==> config.mk <==
export PLATFORM = sky130hd
export DESIGN_NAME = tap_window_monitor
export DESIGN_NICKNAME = d
export VERILOG_FILES = /design/src/rtl/tap_window_monitor.sv
export SDC_FILE = /design/constraint.sdc
export NUM_CORES = 1
export LEC_CHECK = 0
export CAP_MARGIN = 5
export CORE_MARGIN = 2
export CORE_UTILIZATION = 51
export CTS_CLUSTER_DIAMETER = 120
export CTS_CLUSTER_SIZE = 10
export DETAILED_ROUTE_END_ITERATION = 12
export GPL_TIMING_DRIVEN = 1
export PLACE_DENSITY = 0.76
export REMOVE_ABC_BUFFERS = 1
export SKIP_LAST_GASP = 1
export SYNTH_ARGS = -nofsm -noshare
export SYNTH_HDL_FRONTEND = slang
export SYNTH_SLANG_ARGS = --single-unit
export TNS_END_PERCENT = 20
==> constraint.sdc <==
create_clock -name clk -period 2.3 [get_ports clk]
set_clock_uncertainty 0.05 [all_clocks]
set_input_delay 0.46 -clock clk [delete_from_list [all_inputs] [get_ports clk]]
set_output_delay 0.46 -clock clk [all_outputs]
set_load 0.02 [all_outputs]
==> src/rtl/tap_window_monitor.sv <==
// Reduces the 3-tap delay chain to (sum, max, settled) records, buffers them in a
// show-ahead FIFO and tracks settled-chain events and sticky overflow.
module tap_window_monitor #(
  parameter int unsigned DATA_W = 8,
  parameter int unsigned DEPTH  = 4
) (
  input  logic                       clk,
  input  logic                       reset,
  input  logic [DATA_W-1:0]          x,
  input  logic [DATA_W-1:0]          y,
  input  logic [DATA_W-1:0]          z,
  input  logic                       in_valid,
  input  logic                       out_ready,
  output logic                       out_valid,
  output logic [DATA_W+1:0]          out_sum,
  output logic [DATA_W-1:0]          out_max,
  output logic                       out_settled,
  output logic [7:0]                 settled_cnt,
  output logic                       overflow,
  output logic [$clog2(DEPTH):0]     level
);

  localparam int unsigned SW = DATA_W + 2;
  localparam int unsigned RW = SW + DATA_W + 1;
  localparam int unsigned AW = $clog2(DEPTH);
  localparam int unsigned PW = AW + 1;

  // Stage 1: tap reduction
  logic [DATA_W-1:0] max_xy, max_xyz;
  logic [SW-1:0]     sum_xyz;
  logic              settled_now;

  always_comb begin
    max_xy      = (x > y) ? x : y;
    max_xyz     = (max_xy > z) ? max_xy : z;
    sum_xyz     = {2'b00, x} + {2'b00, y} + {2'b00, z};
    settled_now = (x == y) && (y == z);
  end

  logic              s1_valid_q;
  logic [SW-1:0]     s1_sum_q;
  logic [DATA_W-1:0] s1_max_q;
  logic              s1_settled_q;

  always_ff @(posedge clk or negedge reset) begin
    if (!reset) begin
      s1_valid_q   <= 1'b0;
      s1_sum_q     <= '0;
      s1_max_q     <= '0;
      s1_settled_q <= 1'b0;
    end else begin
      s1_valid_q <= in_valid;
      if (in_valid) begin
        s1_sum_q     <= sum_xyz;
        s1_max_q     <= max_xyz;
        s1_settled_q <= settled_now;
      end
    end
  end

  // Stage 2: show-ahead FIFO with wrap-bit pointers
  logic [RW-1:0] mem [DEPTH];
  logic [PW-1:0] wptr_q, wptr_d, rptr_q, rptr_d;
  logic          full, empty, push, pop, drop;
  logic [RW-1:0] head;

  always_comb begin
    empty = (wptr_q == rptr_q);
    full  = (wptr_q[AW-1:0] == rptr_q[AW-1:0]) && (wptr_q[AW] != rptr_q[AW]);
    pop   = !empty && out_ready;
    // A full FIFO still accepts a push when the head leaves on the same edge.
    push  = s1_valid_q && (!full || pop);
    drop  = s1_valid_q && full && !pop;
    wptr_d = push ? wptr_q + PW'(1) : wptr_q;
    rptr_d = pop  ? rptr_q + PW'(1) : rptr_q;
  end

  always_ff @(posedge clk) begin
    if (push) begin
      mem[wptr_q[AW-1:0]] <= {s1_sum_q, s1_max_q, s1_settled_q};
    end
  end

  always_ff @(posedge clk or negedge reset) begin
    if (!reset) begin
      wptr_q <= '0;
      rptr_q <= '0;
    end else begin
      wptr_q <= wptr_d;
      rptr_q <= rptr_d;
    end
  end

  // Overflow and settled-event tracking
  logic       overflow_q, overflow_d;
  logic       prev_settled_q, prev_settled_d;
  logic [7:0] settled_cnt_q, settled_cnt_d;

  always_comb begin
    overflow_d     = overflow_q | drop;
    prev_settled_d = prev_settled_q;
    settled_cnt_d  = settled_cnt_q;
    if (s1_valid_q) begin
      // Dropped records still advance the edge detector.
      prev_settled_d = s1_settled_q;
      if (s1_settled_q && !prev_settled_q && (settled_cnt_q != 8'hff)) begin
        settled_cnt_d = settled_cnt_q + 8'd1;
      end
    end
  end

  always_ff @(posedge clk or negedge reset) begin
    if (!reset) begin
      overflow_q     <= 1'b0;
      prev_settled_q <= 1'b0;
      settled_cnt_q  <= '0;
    end else begin
      overflow_q     <= overflow_d;
      prev_settled_q <= prev_settled_d;
      settled_cnt_q  <= settled_cnt_d;
    end
  end

  // Outputs; storage is not reset, so the head is masked by out_valid.
  always_comb begin
    head        = mem[rptr_q[AW-1:0]];
    out_valid   = !empty;
    out_sum     = out_valid ? head[RW-1 -: SW] : '0;
    out_max     = out_valid ? head[DATA_W:1] : '0;
    out_settled = out_valid ? head[0] : 1'b0;
    settled_cnt = settled_cnt_q;
    overflow    = overflow_q;
    level       = wptr_q - rptr_q;
  end

endmodule
**After elaboration in Yosys (flattened, before gate mapping)**

Memory sizes are Yosys's and may differ from the RTL's.
Cells that the tools add are included.
W data, S select, Z words.

- Flip-flop bits (word level): 36
- RAM bits: 76
- Input bits: 28
- Output and inout bits: 32
- Logic and storage cells: 46
- Memories kept: 1

- $add $sub $neg: 6
- $lt $le $gt $ge: 2
- Equal/unequal tests: 6
- Muxes and demuxes: 7
- Bitwise operators: 1
- Reductions and logical operators: 14

Memory list:

| memory | words | bits a word | rd ports | clocked after memory_dff | wr ports | RTL line | text |
|---|---|---|---|---|---|---|---|
| mem | 4 | 19 | 1 | 0 | 1 | 62 | `logic [RW-1:0] mem [DEPTH];` |

Operators with widths:

| kind | count |
|---|---|
| $mux W8 | 3 |
| $eq A8 B8 Y1 | 2 |
| $gt A8 B8 Y1 | 2 |
| $add A9 B8 Y10 | 1 |
| $mux W10 | 1 |
| $add A8 B8 Y9 | 1 |
| $add A8 B1 Y8 const B | 1 |
| $logic_and A1 B1 Y1 | 8 |
| $ne A8 B8 Y1 const B | 1 |
| $add A3 B1 Y3 const B | 2 |
| $logic_not A1 Y1 | 4 |
| $eq A3 B3 Y1 | 1 |
| $mux W1 | 3 |
| $sub A3 B3 Y3 | 1 |
| $eq A2 B2 Y1 | 1 |
| $reduce_and A2 Y1 | 1 |
| $logic_or A1 B1 Y1 | 1 |
| $ne A1 B1 Y1 | 1 |
| $or A1 B1 Y1 | 1 |

**Logic depth before layout (Yosys ltp)**

Gate-level depths: netlist of the first run.

- Depth in word-level cells: 7
- Mapped depth: 15
- Mapped depth without buffers: 14

**Worst setup path after synthesis of the first run**

OpenSTA, ideal clock, no wires.

- Path type: input port to flip-flop
- Start point: input port y[1]
- End point: register s1_max_q[6]
- Arrival time: 3316 ps
- Data required time: 2130 ps
- Path slack: -1186 ps
- Stages: 15
- Path buffers: 1
- Cells stage by stage: inv_1 ha_1 nor2b_1 o211ai_1 a21oi_1 o32ai_4 mux2_2 ha_1 nor2b_1 o211ai_1 a21oi_1 o22a_1 clkbuf_1 o31ai_1 a31o_2

- Cells in the longest elaborated chain, start to end: 4

Ends and longest elaborated chain:

| what | RTL line | text |
|---|---|---|
| from (decl) | 10 | `input logic [DATA_W-1:0] y,` |
| $gt A8 B8 Y1 | 34 | `max_xy = (x > y) ? x : y;` |
| $mux W8 * | 34 |  |
| $gt A8 B8 Y1 | 35 | `max_xyz = (max_xy > z) ? max_xy : z;` |
| $mux W8 * | 35 |  |
| to (signal assigned) | 55 | `s1_max_q <= max_xyz;` |
| to (decl) | 42 | `logic [DATA_W-1:0] s1_max_q;` |

Mark *: on every way between the ends. The rest lies on a longest branch, timed or not.
A chain may end at the register's enable or synchronous reset.

**Worst setup path after layout of the first run**

- Start point: input port x[5]
- End point: register s1_max_q[6]

- Cells in the longest elaborated chain, start to end: 4

Ends and longest elaborated chain:

| what | RTL line | text |
|---|---|---|
| from (decl) | 9 | `input logic [DATA_W-1:0] x,` |
| $gt A8 B8 Y1 | 34 |  |
| $mux W8 * | 34 |  |
| $gt A8 B8 Y1 | 35 |  |
| $mux W8 * | 35 |  |

Marks and branches as above.

==> results of run 1 <==
==> flip-flops by register name (all words and copies together) (netlist names) <==
signal / cells
mem: 76
rptr_q: 3
s1_sum_q: 10
s1_settled_q: 1
prev_settled_q: 1
s1_valid_q: 1
s1_max_q: 8
settled_cnt: 8
wptr_q: 3
overflow: 1
==> power groups by stage <==
stage	clock [µW]	combinational, µW	sequential, µW
5_1_grt	1220	4270	3060
6_report	1120	3930	3000
3_5_place_dp	0	3870	3060
2_1_floorplan	0	1980	3090
4_1_cts	1150	3960	3010
3_3_place_gp	0	3780	3000
==> what timing repair did <==
item / in CTS / in global routing
endpoints found under the setup margin: 38 / 38
hold buffers: 0 / 0
pin swaps: 17 / 11
setup buffers: 2 / 0
cloned: 1 / 0
gates resized for setup: 80 / 9
==> worst min path at each step <==
stage	start	end	slack [ps]	depth (start not counted)
3_5_place_dp	overflow$_DFF_PN0_	overflow$_DFF_PN0_	430	1
2_1_floorplan	reset	overflow$_DFF_PN0_	110	0
4_1_cts	reset	overflow$_DFF_PN0_	140	1
5_1_grt	reset	wptr_q[2]$_DFFE_PN0P_	180	1
3_3_place_gp	overflow$_DFF_PN0_	overflow$_DFF_PN0_	390	1
6_report	reset	wptr_q[2]$_DFFE_PN0P_	130	1
==> metal layers <==
| layer | vias to the layer above | GRT usage (%) | wire (µm) |
|---|---|---|---|
| li1 | 1653 | - | - |
| met1 | 1715 | 26.9 | 4730 |
| met2 | 81 | 36.2 | 5940 |
| met3 | 22 | 3.80 | 390 |
| met4 | 0 | 8.52 | 280 |
| met5 | - | 0 | 0 |
==> layout by cell type (no fill, tap or decap), types with 4 or more instances in the layout <==
cell type,instances
mux2_4,6
buf_6,4
nand2_1,23
clkbuf_8,9
fa_1,10
a31o_2,7
and2_1,23
buf_12,6
o31ai_2,6
ha_1,27
mux4_2,19
nand4_1,7
dlygate4sd2_1,6
a21oi_1,7
dfrtp_1,36
o21ai_0,9
xnor2_1,15
clkdlybuf4s50_1,42
clkdlybuf4s15_1,4
inv_2,6
ha_4,12
mux2_2,8
inv_1,24
buf_4,57
edfxtp_1,76
==> cell families after synthesis <==
kind of cell	share of synthesized area, %
and+or+nand+nor	7.37
buffers and inverters	2.88
DFF	57.3
AOI/OAI and AO/OA	6.65
adders and majority gates	12.4
xor gates and xnor gates	2.68
muxes	10.7
==> per-stage QoR <==
step                      power, µW  setup TNS, ps  instances  setup slack [ps]  instance area [µm²]
after floorplan                5070         -54530        368             -1060                 5510
after global placement         6770         -19840        630             -1680                 6820
after detailed placement       6930         -21760        630             -1810                 6820
after CTS                      8120         -17950        649              -767                 7280
after global routing           8550         -21390        649              -844                 7310
final                          8050         -17640        649              -769                 7310
==> area by class of cell <==
class	instances	area share [%]
Tap cell	140	2.40
Timing Repair Buffer	124	15.6
Inverter	31	1.63
Clock buffer	12	2.14
Sequential cell	112	43.6
Clock inverter	4	0.496
Multi-Input combinational cell	226	34.1
==> worst reg2reg max path: cells and delay by family, from the launching register on <==
| family | cells | cell delay, ps |
|---|---|---|
| simple gates | 4 | 590 |
| fa+ha+maj | 1 | 310 |
| buf+inv | 2 | 330 |
| flops | 1 | 450 |
==> reports/results.txt, run 1 <==
Status - complete, but fails checks
Violated checks - setup timing
RSZ-0062 raised after global routing - true
CTS buffer count - 9
CP most frequent cell - ha_4
Most frequent cells after synthesis - 76 x edfxtp_1, 39 x ha_1, 36 x dfrtp_1, 31 x inv_1
Clock Latency Late Sink - 370 ps
Diodes inserted - 0
Multi-input gate area - 2490 µm²
Routability cong. - 0.891
Crit path launch type - primary input
Critical Path Max Stage Delay - 320 ps
Synth Register Bits - 112
Root Driver - clkbuf_8
Synth Instances - 379
CP startpoint - x[5]
Final setup violation count - 38
Die area - 11,700 µm²
Row Count - 38
Sink Count - 112
Final #Nets - 581
Final Max Slew Viols - 0
Avg WL per Cell - 17.5 µm
Top_reg_cell synth - edfxtp_1
Vias in the first global route - 3,747
Starting Density - 51.7%
Crit path setup slack, layout - -769 ps
Total number of vias - 3,471
Residual DRC - 0
YS warnings - 0
Port bufs - 59
Die height - 108 µm
Vias/cell - 5.35
Reg-to-Reg End - mem[3][18]$_DFFE_PP_
Data arrival, critical path - 3280 ps
Clock share of power - 13.9%
Die X - 108 µm
Worst r2r src - rptr_q[0]$_DFFE_PN0P_
Family with the most delay on the worst path - compound AO/OA/AOI/OAI gates
HP Class - in2async
Htree depth - 3
MaxCap Viol Count - 0
Sequential share of power - 37.3%
CTS clk-pin slew, worst paths - 100 ps
WHS - 132 ps
Synth area leaders - edfxtp_1 41%, dfrtp_1 16%, ha_1 8.8%, mux4_2 7.7%, fa_1 3.6%
Psw - 2750 µW
Asr flop ratio synth - 32.1%
Max IR drop VDD - 0.000644 V
Post-synthesis sequential area ratio - 57.3%
Fill cells - 764
Total detailed-routing wirelength - 11.3 mm
Final hold viol count - 0
Syn Area/Cell - 14.7 µm²
Clock Path Buffers - 2
Most common cell in the netlist - edfxtp_1
Initial antenna violation count - 0
Initial DRC Count - 210
First-pass GRT wire length - 18.7 mm
Fmax achieved - 0.326 GHz
Final antenna-violating net count - 0
Worst path depth - 13
Area fraction of the dominant cell type after synthesis - 41.1%
PwrDens - 1100 nW/µm²
Crit path time final - 3070 ps
Crit path cell chain - clkdlybuf4s15_2 > ha_4 > a211oi_4 > nor2_2 > o32ai_4 > buf_6 > mux2_4 > ha_4 > nand4_1 > a21oi_2 > o22a_4 > o31ai_2 > a31o_2
Core region area - 10,700 µm²
Cell taking the most area after synthesis - edfxtp_1
Setup Crit Path Kind - in2reg
CP Capture Point - s1_max_q[6]$_DFFE_PN0P_
Bufs and invs on worst path - 2
CTS tree - done
I/O pins - 60
Critical path fanouts, max - 8
Logic pwr share - 48.8%
Flop2flop setup slack - 280 ps
FF/Latch Area - 3180 µm²
Fraction of layout cells with a size suffix above 1 - 32.8%
DR pass1 iterations - 4
Final core occ - 68.0%
Yosys cell types - 39
Slew headroom - 44.2%
Slowest stage cell, crit path - mux2_4
Worst R2R Path Depth - 7
Fin crit share - 133%
Largest net degree at the start of global routing - 37
Worst Path Required - 2510 ps
Worst Tran Pin Value - 837 ps
Leak Pwr - 0.00288 µW
Total Routing Usage GR - 21.2%
Mapped Area - 5550 µm²
Worst setup EP type - register
Dpl hpwl - 7.94 mm
Internal power - 5310 µW
Switch share - 34.1%
Post-synth EDFFs - 76
Gr ovfl total - 0
Area growth syn-to-layout - 31.6%
(Power assumes the default switching activity.)
==> run 2, diff against run 1 <==
- CORE_UTILIZATION: 51 -> 57
- DONT_BUFFER_PORTS: not set -> 1
- PLACE_DENSITY: 0.76 -> 0.75
- SLEW_MARGIN: not set -> 20
==> reports/results.txt, run 2 (same netlist as run 1, synthesis figures left out) <==
Worst setup EP type - register
Status - complete, but fails checks
CTS clk-pin slew, worst paths - 90 ps
I/O pins - 60
Dpl hpwl - 7.09 mm
Placed Area - 5980 µm²
Sink Count - 112
Sequential share of power - 42.2%
Hold Crit Endpoint - s1_valid_q$_DFF_PN0_
Area growth syn-to-layout - 17.4%
Diodes inserted - 0
Initial antenna violation count - 0
Crit path launch type - primary input
Worst r2r src - wptr_q[0]$_DFFE_PN0P_
MaxCap Viol Count - 0
Critical path fanouts, max - 8
Max FFs per register - 76
Die area - 10,500 µm²
Commonest non-fill, non-tap cell in the layout - edfxtp_1
Clock Latency Late Sink - 360 ps
Leak Pwr - 0.00253 µW
Design Power - 7140 µW
Internal power - 4610 µW
Die height - 103 µm
Worst Path Required - 2500 ps
Initial DRC Count - 145
Htree depth - 3
Placed cells - 533
Switch share - 35.5%
Slew headroom - 45.8%
Residual DRC - 0
Family with the most delay on the worst path - compound AO/OA/AOI/OAI gates
Avg WL per Cell - 18.5 µm
Setup Crit Path Kind - in2reg
Multi-input gate area - 2450 µm²
Fmax achieved - 0.344 GHz
Fin area - 6520 µm²
Data arrival, critical path - 3110 ps
FF/Latch Area - 3180 µm²
Flop2flop setup slack - 140 ps
Port bufs - 0
Hold Crit Depth - 0
Most frequent cells in the layout - 76 x edfxtp_1, 36 x dfrtp_1, 31 x buf_4, 30 x inv_1, 30 x ha_1
Slowest stage cell, crit path - mux2_4
Crit path setup slack, layout - -611 ps
Cell Count, Final, Fillers Out - 558
Routability cong. - 0.829
Crit path time final - 2910 ps
Bufs and invs on worst path - 1
Worst R2R Path Depth - 7
Worst Tran Pin Value - 812 ps
Gr ovfl total - 0
HP Class - in2reg
Fraction of layout cells with a size suffix above 1 - 29.4%
Psw - 2530 µW
Starting Density - 57.9%
Clock share of power - 16.7%
Final hold viol count - 0
Final core occ - 67.9%
PwrDens - 1090 nW/µm²
CTS buffer count - 9
Reg-to-Reg End - mem[3][11]$_DFFE_PP_
Final Max Slew Viols - 0
Core region area - 9590 µm²
Vias/cell - 5.70
Total Routing Usage GR - 21.0%
Clock Path Buffers - 2
Violated checks - setup timing
Final #Nets - 497
Row Count - 36
Final setup violation count - 29
Fill cells - 640
First-pass GRT wire length - 16.6 mm
DR pass1 iterations - 4
Final antenna-violating net count - 0
Logic pwr share - 41.1%
Max IR drop VDD - 0.000550 V
Critical Path Max Stage Delay - 330 ps
RSZ-0062 raised after global routing - true
Total number of vias - 3,179
Hold_sp - in_valid
Crit path cell chain - ha_4 > nor2b_1 > o211ai_1 > a21oi_2 > o32ai_4 > buf_6 > mux2_4 > ha_4 > o211ai_1 > a21oi_2 > o22a_4 > o31ai_2 > a31o_2
CP startpoint - x[1]
Total negative slack - -4920 ps
Total detailed-routing wirelength - 10.3 mm
Fin crit share - 127%
Largest net degree at the start of global routing - 37
Root Driver - clkbuf_8
Die X - 103 µm
CTS tree - done
Vias in the first global route - 3,298
==> run 2: changes by cell type in the layout (fill, tap and decap cells not counted), moves of 3 or more <==
cell             previous run  this run
inv_2                       6         0
clkdlybuf4s50_1            42         0
clkdlybuf4s15_1             4         0
clkbuf_8                    9        12
buf_4                      57        31
ha_1                       27        30
ha_4                       12         8
dlygate4sd2_1               6         0
inv_1                      24        30
==> run 2: layer usage <==
layer  vias up  routed length [µm]  global-route usage [%]  share of wire (%)
met5         -                   0                       0                  0
li1       1480                   -                       -                  -
met2       101                5050                    33.9                 49
met4         0                 244                    7.90                2.4
met3        17                 611                    5.15                5.9
met1      1581                4410                    28.1                 43
==> run 2: worst max-delay path by stage <==
stage	end	cells past startpoint
global route	s1_max_q[5]$_DFFE_PN0P_	13
detailed placement	s1_max_q[6]$_DFFE_PN0P_	14
CTS	s1_max_q[6]$_DFFE_PN0P_	13
floorplan	s1_max_q[1]$_DFFE_PN0P_	14
global placement	s1_max_q[5]$_DFFE_PN0P_	14
finish	s1_max_q[5]$_DFFE_PN0P_	13
==> run 2: power groups by stage <==
stage | combinational (µW) | sequential, µW | clock [µW]
after floorplan | 1980 | 3090 | 0
after global placement | 2790 | 3010 | 0
after detailed placement | 2840 | 3060 | 0
after CTS | 2950 | 3010 | 1210
after global routing | 3200 | 3070 | 1290
final | 2930 | 3010 | 1190
==> run 2: area by class of cell <==
class	instances	area share [%]
Sequential cell	112	48.8
Clock buffer	14	2.65
Tap cell	133	2.55
Inverter	31	1.86
Timing Repair Buffer	40	5.91
Multi-Input combinational cell	226	37.6
Clock inverter	2	0.557
==> run 2: what timing repair did <==
action / CTS / global route
endpoints found under the hold margin: 36 / 0
hold buffers: 2 / 0
gates resized for setup: 35 / 9
gates cloned: 1 / 0
setup buffers: 4 / 2
endpoints found under the setup margin: 28 / 32
pin swaps: 13 / 10
==> run 2: worst reg2reg max path: stages (launching register included) <==
cell     delay [ps]
dfrtp_1         410
inv_1           160
ha_1            290
nand2_1          70
nor3_1           50
nor2b_1         400
and2_1          240
buf_12          190
==> run 2: through the flow <==
step           setup WS, ps  hold slack [ps]
3_5_place_dp          -1270              115
5_1_grt                -737             43.8
6_report               -611             72.1
2_1_floorplan         -1060              114
3_3_place_gp          -1140              115
4_1_cts                -650             52.9
==> run 3, diff against run 2 <==
- CORE_UTILIZATION: 57 -> 61
- PLACE_DENSITY: 0.75 -> 0.77
- clock period: 2.3 -> 3.65 ns (I/O delays scaled with it)
==> reports/results.txt, run 3 (same netlist as run 1, synthesis figures left out) <==
Critical Path Max Stage Delay - 400 ps
Post-Place Worst Slack - 8.74 ps
Fill cells - 611
Final hold viol count - 0
Placed Area - 5730 µm²
Data arrival, critical path - 3540 ps
First-pass GRT wire length - 15.9 mm
Fin crit share - 90.3%
Crit path cell chain - inv_1 > ha_1 > nor2b_1 > o211ai_1 > a21oi_1 > o32ai_4 > mux2_2 > ha_1 > nor2b_1 > o211ai_1 > a21oi_1 > o22a_1 > buf_4 > o31ai_1 > a31o_2
Met2 usage - 33.8%
Most frequent cells in the layout - 76 x edfxtp_1, 39 x ha_1, 36 x dfrtp_1, 31 x inv_1
Fin area - 5950 µm²
Total number of vias - 3,049
DR pass1 iterations - 4
Diodes inserted - 0
Clock Latency Late Sink - 370 ps
CTS buffer count - 9
GRT met3 Usage - 5.48%
Setup Crit Path Kind - in2reg
Total detailed-routing wirelength - 9.59 mm
Worst Path Required - 3900 ps
Starting Density - 63.4%
WHS - 124 ps
Design Power - 4270 µW
Status - finished clean
Largest net degree at the start of global routing - 37
Port bufs - 0
Die X - 99.4 µm
Clock Path Buffers - 2
Family with the most delay on the worst path - compound AO/OA/AOI/OAI gates
Row Count - 34
CTS tree - done
Fmax achieved - 0.304 GHz
Root Driver - clkbuf_8
GR met1 Demand/Resource - 29.1%
Critical path fanouts, max - 8
Htree depth - 3
I/O pins - 60
Total negative slack - 0 ps
Fraction of layout cells with a size suffix above 1 - 18.4%
Vias/cell - 6.05
MaxCap Viol Count - 0
Crit path launch type - primary input
Sink Count - 112
Initial DRC Count - 103
HP Class - in2async
Final antenna-violating net count - 0
Vias in the first global route - 3,209
Die height - 99.4 µm
Bufs and invs on worst path - 2
Residual DRC - 0
Initial antenna violation count - 0
Worst Tran Pin Value - 658 ps
Core region area - 8760 µm²
Area growth syn-to-layout - 7.14%
PwrDens - 718 nW/µm²
Leak Pwr - 0.00231 µW
Avg WL per Cell - 19.0 µm
Hold buffer count at CTS - 1
Worst setup EP type - register
Routability cong. - 0.882
Max IR drop VDD - 0.000311 V
# resized after CTS - 0
RSZ-0062 raised after global routing - false
Commonest non-fill, non-tap cell in the layout - edfxtp_1
Slew headroom - 56.0%
Crit path setup slack, layout - 356 ps
Total Routing Usage GR - 21.2%
GRT busiest layer - met2
Max FFs per register - 76
Post-CTS Setup Bufs - 0
Final Max Slew Viols - 0
Final #Nets - 468
Die area - 9880 µm²
Crit path time final - 3290 ps
CTS clk-pin slew, worst paths - 110 ps
Slowest stage cell, crit path - mux2_2
Final setup violation count - 0
Gr ovfl total - 0
Dpl hpwl - 6.90 mm
## run 3: where the power goes
group	total [µW]	leakage (µW)	switching (µW)	internal, µW
registers	1900	0.00115	164	1740
clock network	743	0.0000939	419	324
logic	1630	0.00107	994	635
total	4270	0.00231	1580	2690
## run 3: path summary, 6_finish.rpt
check / from / to / slack (ps) / cells past startpoint
worst min register to register: rptr_q[2]$_DFFE_PN0P_ / rptr_q[2]$_DFFE_PN0P_ / 450 / 1
worst max register to register: wptr_q[0]$_DFFE_PN0P_ / mem[3][6]$_DFFE_PP_ / 1450 / 7
worst max-delay path: y[1] / s1_max_q[4]$_DFFE_PN0P_ / 360 / 15
worst min-delay path: reset / s1_sum_q[0]$_DFFE_PN0P_ / 120 / 1
max in group asynchronous: reset / s1_sum_q[4]$_DFFE_PN0P_ / 3220 / 1
min in group clk: in_valid / s1_valid_q$_DFF_PN0_ / 340 / 0
## run 3: per-layer routing
layer	share of wire [%]	up-vias
met3	5.6	11
met1	44	1541
met4	1.6	0
li1	-	1415
met2	49	82
met5	0	-
## run 3: through the flow
stage          utilization [%]  instances
3_3_place_gp              65.4        487
4_1_cts                   67.9        504
5_1_grt                   67.9        504
6_report                  67.9        504
2_1_floorplan                -        368
3_5_place_dp              65.4        487
## run 3: area by class of cell
class / count / area, µm² / share of cell area, %
Multi-Input combinational cell: 225 / 2210 / 37.2
Clock inverter: 7 / 78.8 / 1.32
Timing Repair Buffer: 12 / 103 / 1.72
Tap cell: 108 / 135 / 2.27
Inverter: 31 / 116 / 1.96
Clock buffer: 9 / 124 / 2.08
Sequential cell: 112 / 3180 / 53.5
